**src/rtl/fifo_pkg.sv**
```systemverilog
// Shared defaults and types for the single-clock FIFO.
package fifo_pkg;

    localparam int unsigned FIFO_DATA_W = 8;
    localparam int unsigned FIFO_DEPTH  = 8;
    localparam int unsigned FIFO_ADDR_W = $clog2(FIFO_DEPTH);

    // Accepted operation in a cycle, encoded as {read, write}.
    typedef enum logic [1:0] {
        OpNone  = 2'b00,
        OpWrite = 2'b01,
        OpRead  = 2'b10,
        OpBoth  = 2'b11
    } fifo_op_e;

endpackage

```
**src/rtl/fifo_ram.sv**
```systemverilog
// FIFO storage: one write port, one registered read port, no reset.
module fifo_ram
    import fifo_pkg::*;
#(
    parameter int unsigned DATA_W = FIFO_DATA_W,
    parameter int unsigned DEPTH  = FIFO_DEPTH,
    parameter int unsigned ADDR_W = $clog2(DEPTH)
) (
    input  logic              clk,
    input  logic              we,
    input  logic [ADDR_W-1:0] waddr,
    input  logic [DATA_W-1:0] wdata,
    input  logic              re,
    input  logic [ADDR_W-1:0] raddr,
    output logic [DATA_W-1:0] rdata
);

    logic [DATA_W-1:0] mem [DEPTH];

    // A same-edge read of the written slot returns the old (oldest) entry.
    always_ff @(posedge clk) begin
        if (we) begin
            mem[waddr] <= wdata;
        end
        if (re) begin
            rdata <= mem[raddr];
        end
    end

endmodule

```
**src/rtl/fifo.sv**
```systemverilog
// Single-clock FIFO: pointers, occupancy count and flags around fifo_ram.
module fifo
    import fifo_pkg::*;
#(
    parameter int unsigned DATA_W = FIFO_DATA_W,
    parameter int unsigned DEPTH  = FIFO_DEPTH
) (
    input  logic [DATA_W-1:0] in,
    input  logic              rst,
    input  logic              rd_en,
    input  logic              wr_en,
    input  logic              clk,
    output logic              empty,
    output logic              full,
    output logic [DATA_W-1:0] out
);

    localparam int unsigned ADDR_W = $clog2(DEPTH);
    localparam int unsigned CNT_W  = ADDR_W + 1;

    logic [ADDR_W-1:0] wptr_q, wptr_d;
    logic [ADDR_W-1:0] rptr_q, rptr_d;
    logic [CNT_W-1:0]  count_q, count_d;
    logic              empty_q, full_q;
    logic              hold_zero_q;
    logic              rd_acc, wr_acc;
    fifo_op_e          op;
    logic [DATA_W-1:0] rdata;

    always_comb begin
        rd_acc  = rd_en && !empty_q;
        wr_acc  = wr_en && (!full_q || rd_acc);
        op      = fifo_op_e'({rd_acc, wr_acc});
        wptr_d  = wr_acc ? wptr_q + ADDR_W'(1) : wptr_q;
        rptr_d  = rd_acc ? rptr_q + ADDR_W'(1) : rptr_q;
        count_d = count_q;
        unique case (op)
            OpWrite: count_d = count_q + CNT_W'(1);
            OpRead:  count_d = count_q - CNT_W'(1);
            OpNone,
            OpBoth:  count_d = count_q;
            default: count_d = count_q;
        endcase
    end

    always_ff @(posedge clk) begin
        if (rst) begin
            wptr_q      <= '0;
            rptr_q      <= '0;
            count_q     <= '0;
            empty_q     <= 1'b1;
            full_q      <= 1'b0;
            hold_zero_q <= 1'b1;
        end else begin
            wptr_q  <= wptr_d;
            rptr_q  <= rptr_d;
            count_q <= count_d;
            empty_q <= (count_d == '0);
            full_q  <= (count_d == CNT_W'(DEPTH));
            if (rd_acc) begin
                hold_zero_q <= 1'b0;
            end
        end
    end

    fifo_ram #(
        .DATA_W(DATA_W),
        .DEPTH (DEPTH),
        .ADDR_W(ADDR_W)
    ) u_ram (
        .clk  (clk),
        .we   (wr_acc && !rst),
        .waddr(wptr_q),
        .wdata(in),
        .re   (rd_acc && !rst),
        .raddr(rptr_q),
        .rdata(rdata)
    );

    // The RAM read register has no reset; out reads as zero until the first read after reset.
    assign empty = empty_q;
    assign full  = full_q;
    assign out   = hold_zero_q ? '0 : rdata;

endmodule

```
**config.mk**
```make
export PLATFORM = sky130hd
export DESIGN_NAME = fifo
export DESIGN_NICKNAME = d
export VERILOG_FILES = /design/src/rtl/fifo_pkg.sv /design/src/rtl/fifo_ram.sv /design/src/rtl/fifo.sv
export SDC_FILE = /design/constraint.sdc
export NUM_CORES = 1
export LEC_CHECK = 0
export BUFFER_PORTS_ARGS = -buffer_cell sky130_fd_sc_hd__buf_2
export CAP_MARGIN = 30
export CELL_PAD_IN_SITES_DETAIL_PLACEMENT = 0
export CELL_PAD_IN_SITES_GLOBAL_PLACEMENT = 1
export CORE_AREA = 2 2 83 85
export DETAILED_ROUTE_END_ITERATION = 7
export DIE_AREA = 0 0 85 87
export PLACE_DENSITY = 0.83
export SYNTH_ARGS = -nofsm -noshare
export SYNTH_HDL_FRONTEND = slang
export SYNTH_SLANG_ARGS = --single-unit
```
**constraint.sdc**
```tcl
create_clock -name clk -period 6.75 [get_ports clk]
set_input_delay 0 -clock clk [delete_from_list [all_inputs] [get_ports clk]]
set_output_delay 0 -clock clk [all_outputs]
set_load 0.02 [all_outputs]
```
# Yosys cells after proc, flatten, opt, wreduce, memory -nomap -nowiden
# Memory sizes are Yosys's and may differ from the RTL's. A register that Yosys moved wholly into a read port is not among the register bits.
# Index checks and enable logic that the tools add are counted.
# totals
n_memories,1
mem_bits_rw,64
elab_cells,30
register_bits,13
# mem_list
memory,words,width,rd,rd_clocked_by_memory_dff,wr,line,source
u_ram.mem,8,8,1,1,1,fifo_ram.sv:18,logic [DATA_W-1:0] mem [DEPTH];
# classes
n_eq_ne,4
n_reduce_logical,11
n_mux,4
n_addsub,4
# op_table
cell,n
$pmux 4 s3,1
$mux 8,1
$add 3x1->3 const B,2
$add 4x1->4 const B,1
$eq 2x2->1 const B,2
$eq 4x4->1 const B,1
$logic_and 1x1->1,4
$logic_not 4->1,1
$sub 4x1->4 const B,1
$logic_not 1->1,3
$eq 2x1->1 const B,1
$logic_not 2->1,1
$mux 1,2
$reduce_or 2->1,1
$logic_or 1x1->1,1

# Logic depth before layout (Yosys ltp)
# Gate-level depths: netlist of run 1.
# depth
word_depth,8
ltp_mapped,11
mapped_depth_nobuf,11

# Hierarchy
# From an unflattened synthesis of run 1, not the netlist that was laid out.
# hier_totals
cells_unflattened,187
area_unflattened_um2,3432.0
# modules_own_cells
module,cells_per_inst,area_per_inst_um2,seq_area_each_um2,n_inst
fifo_ram,114,2771.4,2162.1,1
fifo,73,660.6,260.2,1

# Least setup slack after synthesis of run 1
# Ideal clock, no wire load.
# synth_path
kind,register to register
from,reg empty_q (netlist: empty)
to,reg full_q (netlist: full)
arrival_ns,2.331
n_path_buf,0
required_time_ns,6.633
path_stages_with_launch,12
synth_period_minus_slack_ns,2.448
path_slack_ns,4.302
cell_sequence,dfxtp_1 nand2b_1 a21boi_1 inv_1 ha_1 xor2_1 ha_1 a21oi_1 xor2_1 nor2_1 xnor2_1 and4bb_1
# synth_between
elab_chain_cells,8
word_cells_on_any_way,11
classes_between,4 x eq/ne; 1 x mux; 6 x reduce/logical
# synth_lines
item,line,source
from (decl),fifo.sv:24,"logic empty_q, full_q;"
from (signal assigned),fifo.sv:58,empty_q <= (count_d == '0);
$logic_not 1->1 (*),fifo.sv:31,rd_acc = rd_en && !empty_q;
$logic_and 1x1->1 (*),fifo.sv:31,
$logic_or 1x1->1,fifo.sv:32,wr_acc = wr_en && (!full_q || rd_acc);
$logic_and 1x1->1,fifo.sv:32,
$eq 2x2->1 / $logic_not 2->1 (equally long branches),fifo.sv:37,unique case (op)
$reduce_or 2->1,fifo.sv:37,
$pmux 4 s3 (*),fifo.sv:37,
$eq 4x4->1 (*),fifo.sv:59,full_q <= (count_d == CNT_W'(DEPTH));
to (signal assigned),fifo.sv:59,
to (decl),fifo.sv:24,
# Mark *: on every way between the ends. The rest lies on a longest branch, timed or not.
# A chain may end at the register's enable or synchronous reset.

# Worst setup path in the final report of run 1
# Ends and elaborated chain as after synthesis.

==> impl_metrics.tcl, run 1 <==
set metrics [dict create \
    yosys.area_share.simple_pct 6.958 \
    outcome "finished, final reports clean" \
    start_util_pct 52.29 \
    fin_skew_ps 9.381 \
    dr.pass1.iters 4 \
    worst_pin_slew_ps 959.2 \
    rr_endpoint "full" \
    cp.arrival_ps 2940 \
    area.growth.synth_to_final_pct 14.90 \
    root_buffer "clkbuf_8" \
    yosys.area_share.adder_pct 1.821 \
    max-vdd-ir-drop_uv 205.6 \
    die_h_um 87 \
    critPathRequiredTime_ps 7050 \
    grtUsageTotal_pct 17.32 \
    max_freq_ghz 0.3789 \
    n_fill_cell 469 \
    cts_hold_buf 9 \
    syn_avg_cell_area_um2 18.17 \
    grt_use_met2_pct 29.26 \
    cts_tree "yes" \
    synth_warnings 0 \
    gp_congestion 0.8207 \
    final.min_clock_period_ps 2639 \
    timing.setup.tns_ps 0 \
    powerDensity_nw_per_um2 295.8 \
    crit_fanout 7 \
    placed_cell_area_um2 3618 \
    synth_xor_area_share_pct 2.040 \
    synth-seq-cells 85 \
    final_nets 245 \
    clock_sinks 85 \
    avgRoutedWirePerCell_um 18.53 \
    synth_top_family_by_area "multiplexers" \
    ys_seq_area_share_pct 70.53 \
    ios 22 \
    min_path_type "primary input to register" \
    yosysUniqueCellTypes 30 \
    grt_max_degree 19 \
    clk_latency_ps 350 \
    grt_antenna_before_repair 0 \
    place_hpwl_um 3588 \
    clk_pin_slew_worst_paths_ps 90 \
    met1_usage_pct 21.72 \
    r2r_start "empty" \
    rsz0062_at_grt "no" \
    vias 1700 \
    rows 30 \
    cts_made_buffers 9 \
    cp-end-kind "register" \
    synth_compound_area_share_pct 2.113 \
    crit_type "register to register" \
    insertedDiodeCount 0 \
    top_usage_layer "met2" \
    fin_crit_sh_pct 39.10 \
    slew_headroom_pct 35.82 \
    finalInstanceArea_um2 3946 \
    syn-num-nets 206 \
    dp.cells 287 \
    syn-instance-count 189 \
    r2r_setup_slack_ps 4110 \
    grt_pass1_vias 1744 \
    syn_area_um2 3435 \
    die-area_um2 7395 \
    h-tree-depth 3 \
    finalHoldViolations 0 \
    viasPerCell 5.431 \
    layout.cells.non_filler 313 \
    ant_nets 0 \
    worst_r2r_path_depth 11 \
    cp-start-kind "register" \
    routed_wl_um 5801 \
    core_area_um2 6569 \
    grt_pass1_wl_um 9128 \
    drc 0 \
    synthMuxAreaShare_pct 14.83 \
    min_from "rd_en" \
    grt_use_met3_pct 3.318 \
    final_layout_size_suffix_gt1_share_pct 23.61 \
    holdPathEnd "rptr_q[1]" \
    portBuffers 21 \
    setup_viol 0 \
    leakagePower_nw 1.379 \
    die_x_um 85 \
    cap_violations 0 \
    cts_setup_buffers 0 \
    drt_iter0_markers 157 \
    cts_resized 0 \
    drv_slew 0 \
    hold-path-cell-count 4 \
    clock_path_buffers 2 \
    overflow 0 \
]
## worst max-delay path, stage by stage (launching register included)
cell,delay (ps)
dfxtp_1,320
nand2b_1,200
a21boi_1,380
inv_1,220
ha_1,310
xor2_1,180
ha_1,180
a21oi_1,140
xor2_1,170
nor2_1,70
xnor2_1,220
and4bb_1,210
## where the power goes
part | leakage (nW) | switching [mW] | internal (mW)
combinational | 0.512 | 0.0718 | 0.0801
sequential | 0.758 | 0.0244 | 0.596
clock | 0.110 | 0.185 | 0.210
total | 1.38 | 0.281 | 0.886
## cell usage in the layout (no fill, tap or decap), types with 2 or more instances in the layout
cell type / instances
nor3_1: 4
a21oi_1: 4
dlygate4sd3_1: 9
clkbuf_8: 9
edfxtp_1: 72
dfxtp_1: 13
nor2_1: 15
buf_2: 21
bufinv_16: 2
mux4_1: 13
or3_1: 2
nand2_1: 9
xnor2_1: 4
mux4_2: 3
nor2b_1: 11
mux2_2: 8
clkinv_4: 2
inv_1: 2
buf_4: 4
xor2_1: 4
nand2b_1: 3
ha_1: 5
## layout make-up
cell class / count / area (µm²) / area share, %
Clock buffer: 9 / 123.9 / 3.139
Clock inverter: 7 / 98.84 / 2.505
Tap cell: 80 / 100.1 / 2.536
Sequential cell: 85 / 2422 / 61.38
Timing Repair Buffer: 35 / 240.2 / 6.088
Multi-Input combinational cell: 95 / 953.4 / 24.16
Inverter: 2 / 7.507 / 0.1902
## routing by layer
metal / share of wire, % / vias up
li1: - / 821
met1: 43 / 841
met2: 51 / 26
met3: 3.4 / 12
met4: 2.1 / 0
met5: 0 / -
## kinds of logic after synthesis
family                   Yosys count
flip-flops                        85
AND/OR/NAND/NOR                   47
multiplexers                      25
AO/OA/AOI/OAI                     10
buffers and inverters              9
XOR/XNOR                           8
adder cells (fa/ha/maj)            5
## through the flow
step                worst slack [ps]  power (mW)  hold WS (ps)  utilization [%]
floorplan                       4302      0.7441         98.87                -
global placement                4232      0.7741         259.5            55.09
detailed placement              4141      0.7783         272.4            55.09
CTS                             4114       1.170         25.28            59.85
global route                    3786       1.212         68.90            60.08
finish                          4111       1.167         35.17            60.08
## cells in the mapped netlist
master / n / area (µm²)
a21oi_1: 4 / 20.02
inv_1: 2 / 7.510
nand3b_1: 1 / 7.510
mux4_1: 13 / 341.6
mux2_2: 8 / 90.09
o32ai_2: 1 / 16.27
buf_2: 1 / 5.000
nor3_1: 4 / 20.02
mux2i_1: 1 / 10.01
a31o_2: 1 / 8.760
and3b_1: 1 / 8.760
a31oi_1: 1 / 6.260
clkbuf_1: 4 / 15.01
buf_12: 1 / 20.02
ha_1: 5 / 62.56
buf_6: 1 / 11.26
nand2_1: 9 / 33.78
a21o_1: 1 / 7.510
o22ai_1: 1 / 6.260
nor2_1: 15 / 56.30
dfxtp_1: 13 / 260.3
edfxtp_1: 72 / 2162
mux4_2: 3 / 67.56
xor2_1: 4 / 35.03
nor2b_1: 11 / 68.82
or3_1: 2 / 12.51
xnor2_1: 4 / 35.03
and4bb_1: 1 / 12.51
a21boi_1: 1 / 7.510
nand2b_1: 3 / 18.77
## state kept, by name, indices dropped and copies added (netlist names)
register and cells:
full 1, count_q 4, u_ram.rdata 8, rptr_q 3, u_ram.mem 64, hold_zero_q 1, empty 1, wptr_q 3
## worst max path at each step
stage                     cells past startpoint  endpoint   from  slack (ps)
final                                        11      full  empty        4110
after CTS                                    11      full  empty        4110
after global placement                       11      full  empty        4230
after detailed placement                     11      full  empty        4140
after global routing                         11      full  empty        3790
after floorplan                              11      full  empty        4300
Note: power is estimated with default switching activity, not from simulation.
==> run 2, diff against run 1 <==
--- a/config.mk
+++ b/config.mk
@@ -9,10 +9,10 @@
 export CAP_MARGIN = 30
 export CELL_PAD_IN_SITES_DETAIL_PLACEMENT = 0
 export CELL_PAD_IN_SITES_GLOBAL_PLACEMENT = 1
-export CORE_AREA = 2 2 83 85
+export CORE_AREA = 2 2 86 88
 export DETAILED_ROUTE_END_ITERATION = 7
-export DIE_AREA = 0 0 85 87
-export PLACE_DENSITY = 0.83
+export DIE_AREA = 0 0 88 90
+export PLACE_DENSITY = 0.78
 export SYNTH_ARGS = -nofsm -noshare
 export SYNTH_HDL_FRONTEND = slang
 export SYNTH_SLANG_ARGS = --single-unit
==> constraint.sdc (replaced) <==
create_clock -name clk -period 2.7 [get_ports clk]
set_input_delay 0 -clock clk [delete_from_list [all_inputs] [get_ports clk]]
set_output_delay 0 -clock clk [all_outputs]
set_load 0.02 [all_outputs]
==> run 2 against run 1 <==
  * Design area increased by 0.13%
  * Worst setup slack lost 3900 ps
  * Die area increased by 7.1%
  * Sequential power rose by 150%
  * Register-to-register slack worse by 3900 ps
  * Count of clock-buffer cells in the layout rose by 1
  * Final cell count increased by 7.7%
  * Via count increased by 1.7%
  * Global-route usage shrank 1.5 points
  * Clock power is 100% higher
  * Total power up 130%
  * Sequential share of layout area decreased by 0.078 points
  * Critical path type unchanged
  * Highest routed layer unchanged
==> impl_metrics.tcl, run 2 (synthesized netlist as in run 1, its figures left out) <==
set metrics [dict create \
    worst_pin_slew_ps 803.2 \
    die-area_um2 7920 \
    leakagePower_nw 1.377 \
    grtUsageTotal_pct 15.83 \
    drc 0 \
    die_x_um 88 \
    finalInstanceArea_um2 3951 \
    dr.pass1.iters 4 \
    final_cell_mix "edfxtp_1 (72), buf_2 (21), nor2_1 (15), mux4_1 (13), dfxtp_1 (13)" \
    cts_made_buffers 9 \
    clk_latency_ps 340 \
    viasPerCell 5.131 \
    fin_crit_sh_pct 90.79 \
    avgRoutedWirePerCell_um 16.66 \
    min_path_type "primary input to register" \
    largest_register "u_ram.mem" \
    crit_fanout 7 \
    slew_headroom_pct 46.26 \
    clk_pin_slew_worst_paths_ps 90 \
    root_buffer "clkbuf_8" \
    vias 1729 \
    clock_path_buffers 2 \
    area.growth.synth_to_final_pct 15.05 \
    rows 31 \
    cp-startpoint "empty" \
    grt_max_degree 19 \
    max_freq_ghz 0.4080 \
    ant_nets 0 \
    setup_viol 0 \
    grt_antenna_before_repair 0 \
    grt_pass1_wl_um 8990 \
    drv_slew 0 \
    ios 22 \
    core_area_um2 7020 \
    place_hpwl_um 3443 \
    critPathRequiredTime_ps 2990 \
    grt_pass1_vias 1691 \
    cp.arrival_ps 2740 \
    powerDensity_nw_per_um2 687.8 \
    die_h_um 90 \
    start_util_pct 48.92 \
    cp-start-kind "register" \
    final_nets 250 \
    portBuffers 21 \
    cts_setup_buffers 0 \
    timing.setup.tns_ps 0 \
    final_layout_size_suffix_gt1_share_pct 24.79 \
    final.min_clock_period_ps 2451 \
    min_from "rd_en" \
    cp-end-kind "register" \
    drt_iter0_markers 119 \
    placed_cell_area_um2 3687 \
    r2r_start "empty" \
    crit_type "register to register" \
    h-tree-depth 3 \
    fin_skew_ps 6.735 \
    insertedDiodeCount 0 \
    cap_violations 0 \
    overflow 0 \
    outcome "finished, final reports clean" \
    rsz0062_at_grt "no" \
    cts_tree "yes" \
    largest_register_ffs 64 \
    routed_wl_um 5613 \
    final_common_cell "edfxtp_1" \
    largest_registers "u_ram.mem: 64 flops, u_ram.rdata: 8 flops, count_q: 4 flops" \
    gp_congestion 0.6962 \
    finalHoldViolations 0 \
    clock_sinks 85 \
    max-vdd-ir-drop_uv 360.8 \
]
-- run 2: metal layers --
metal	wire, µm	GRT usage (%)
met3	128	3.030
met5	0	0
met4	99	7.692
met1	2545	21.10
met2	2840	24.81
-- run 2: layout make-up --
cell class	instances	area (µm²)
Sequential cell	85	2422
Inverter	2	7.507
Multi-Input combinational cell	95	953.4
Fill cell	545	3069
Clock buffer	10	127.6
Tap cell	99	123.9
Timing Repair Buffer	40	270.3
Clock inverter	6	46.29
-- run 2: where the power goes --
group	total (mW)	internal [mW]	switching, mW
combinational	0.391	0.197	0.193
sequential	1.54	1.49	0.0474
clock	0.791	0.341	0.450
total	2.72	2.03	0.691
-- run 2: final timing paths --
check               to  slack [ps]  cells after the start
min reg2reg  wptr_q[1]         530                      2
min          rptr_q[1]          60                      4
max               full         250                     11
max reg2reg       full         250                     11
-- run 2: critical path, stage by stage (launching register included) --
cell and delay (ps):
dfxtp_1 320, nand2b_1 210, a21boi_1 250, inv_1 160
ha_1 280, xor2_1 180, ha_1 180, a21oi_1 140
xor2_1 160, nor2_1 60, xnor2_1 220, and4bb_1 220
-- run 2: through the flow --
| step | utilization, % | setup slack [ps] | hold WS (ps) | std cells | power, mW |
|---|---|---|---|---|---|
| after floorplan | - | 252.2 | 98.87 | 189 | 1.860 |
| after global placement | 52.52 | 407.2 | 262.9 | 312 | 1.945 |
| after detailed placement | 52.52 | 347.9 | 279.2 | 312 | 1.951 |
| after CTS | 56.28 | 274.9 | 43.85 | 337 | 2.743 |
| after global routing | 56.28 | 46.83 | 64.85 | 337 | 2.853 |
| final | 56.28 | 248.8 | 62.80 | 337 | 2.718 |
-- run 2: what timing repair did --
item,CTS,global route
hold buffers,9,0
resized for setup,0,0
endpoints found under the hold margin,66,0
==> run 3, diff against run 2 <==
--- a/config.mk
+++ b/config.mk
@@ -5,13 +5,14 @@
 export SDC_FILE = /design/constraint.sdc
 export NUM_CORES = 1
 export LEC_CHECK = 0
-export BUFFER_PORTS_ARGS = -buffer_cell sky130_fd_sc_hd__buf_2
+export BUFFER_PORTS_ARGS = -buffer_cell sky130_fd_sc_hd__buf_4
 export CAP_MARGIN = 30
 export CELL_PAD_IN_SITES_DETAIL_PLACEMENT = 0
 export CELL_PAD_IN_SITES_GLOBAL_PLACEMENT = 1
 export CORE_AREA = 2 2 86 88
 export DETAILED_ROUTE_END_ITERATION = 7
 export DIE_AREA = 0 0 88 90
+export GPL_TIMING_DRIVEN = 0
 export PLACE_DENSITY = 0.78
 export SYNTH_ARGS = -nofsm -noshare
 export SYNTH_HDL_FRONTEND = slang
==> run 3 against run 2 <==
  * Flip-flop and latch count unchanged
  * Critical endpoint unchanged
  * Sequential share of layout area down 1.3 points
  * Clock skew up 3.5 ps
  * Global-route usage up 0.29 points
  * Critical path depth unchanged
  * Largest power group unchanged
==> impl_metrics.tcl, run 3 (synthesized netlist as in run 1, its figures left out) <==
set metrics [dict create \
    rr_endpoint "full" \
    viasPerCell 5.183 \
    n_fill_cell 537 \
    timing.critical_path.to "full" \
    cp-end-kind "register" \
    die_h_um 90 \
    die_x_um 88 \
    p_total_mw 2.874 \
    portBuffers 20 \
    largest_register_ffs 64 \
    setup_viol 0 \
    worst_r2r_path_depth 11 \
    clk_latency_ps 350 \
    grt_antenna_before_repair 0 \
    outcome "finished, final reports clean" \
    overflow 0 \
    placed_cell_area_um2 3731 \
    largest_register "u_ram.mem" \
    slew_headroom_pct 32.38 \
    drv_slew 0 \
    critPathRequiredTime_ps 2940 \
    area.growth.synth_to_final_pct 17.45 \
    cts_tree "yes" \
    leakagePower_nw 1.392 \
    final_layout_size_suffix_gt1_share_pct 25.11 \
    avgRoutedWirePerCell_um 17.23 \
    gp_congestion 0.7602 \
    drt_iter0_markers 118 \
    max-vdd-ir-drop_uv 440.4 \
    ios 22 \
    rows 31 \
    die-area_um2 7920 \
    cap_violations 0 \
    grt_pass1_wl_um 9032 \
    fin_skew_ps 10.23 \
    crit_fanout 7 \
    fin_crit_sh_pct 90.71 \
    final_cell_mix "edfxtp_1 (72), buf_4 (21), nor2_1 (15), mux4_1 (13), dfxtp_1 (13)" \
    max_freq_ghz 0.4083 \
    layout.cells.non_filler 334 \
    dp.cells 310 \
    largest_registers "u_ram.mem: 64 flops, u_ram.rdata: 8 flops, count_q: 4 flops" \
    fin_ws_ps 250.9 \
    cp-start-kind "register" \
    powerDensity_nw_per_um2 712.4 \
    cp.arrival_ps 2690 \
    final_common_cell "edfxtp_1" \
    place_hpwl_um 3630 \
    clk_pin_slew_worst_paths_ps 80 \
    cp-startpoint "empty" \
    rsz0062_at_grt "no" \
    worst_pin_slew_ps 1011 \
    r2r_start "empty" \
    finalInstanceArea_um2 4034 \
    clock_path_buffers 2 \
    dr.pass1.iters 4 \
    h-tree-depth 3 \
    clock_sinks 85 \
    ant_nets 0 \
    start_util_pct 48.92 \
    root_buffer "clkbuf_8" \
    routed_wl_um 5756 \
    vias 1731 \
    crit_type "register to register" \
    drc 0 \
    finalHoldViolations 0 \
    min_path_type "primary input to register" \
    r2r_setup_slack_ps 250 \
    grtUsageTotal_pct 16.12 \
    insertedDiodeCount 0 \
    core_area_um2 7020 \
    grt_pass1_vias 1626 \
    cts_made_buffers 9 \
    cts_setup_buffers 0 \
    final_nets 247 \
    final.min_clock_period_ps 2449 \
    grt_max_degree 17 \
    dp_slack_ps -23.42 \
]
==> run 3: worst min path at each step <==
stage	startpoint	endpoint	cells past startpoint
final	wr_en	wptr_q[1]	4
after global routing	wr_en	wptr_q[1]	4
after CTS	rst	hold_zero_q	2
after detailed placement	in[2]	u_ram.mem[3][2]	1
after global placement	in[6]	u_ram.mem[4][6]	1
after floorplan	in[0]	u_ram.mem[0][0]	0
==> run 3: power by group <==
group          internal [mW]  switching (mW)  total [mW]
combinational          0.227           0.209       0.435
clock                  0.442           0.464       0.906
sequential              1.49          0.0428        1.53
total                   2.16           0.716        2.87
==> run 3: layer usage <==
metal | global-route usage [%] | vias up | share of wire (%)
li1 | - | 820 | -
met1 | 22.12 | 868 | 45
met2 | 24.75 | 35 | 50
met3 | 3.581 | 8 | 4.1
met4 | 6.923 | 0 | 1.6
met5 | 0 | - | 0
==> run 3: through the flow <==
step,hold slack [ps],TNS [ps],util [%]
final,70.83,0,57.46
after global routing,79.43,0,57.46
after CTS,53.33,0,57.24
after detailed placement,236.8,-23.42,53.15
after global placement,232.0,-2760,52.82
after floorplan,98.87,0,-
==> run 3: layout make-up <==
cell class / count / area [µm²] / share of cell area (%)
timing repair buffer: 30 / 242.7 / 6.017
multi-input combinational: 95 / 982.2 / 24.35
clock buffer: 9 / 123.9 / 3.071
clock inverter: 7 / 80.08 / 1.985
sequential: 85 / 2422 / 60.05
tap: 99 / 123.9 / 3.071
inverter: 2 / 7.507 / 0.1861
buffer: 7 / 51.30 / 1.272
==> run 3: repair_timing <==
item,CTS,global route
endpoints found under the setup margin,2,3
hold buffers,8,0
cloned,0,0
hold endpoints to repair,64,0
gates resized for setup,1,3
==> run 3: critical path, cell delays in order (launching register included) <==
cell and delay (ps):
dfxtp_1 320, nand2b_1 240, a21boi_4 270, inv_2 120
ha_1 270, xor2_1 180, ha_1 180, a21oi_1 140
xor2_1 160, nor2_1 80, xnor2_2 160, and4bb_1 220
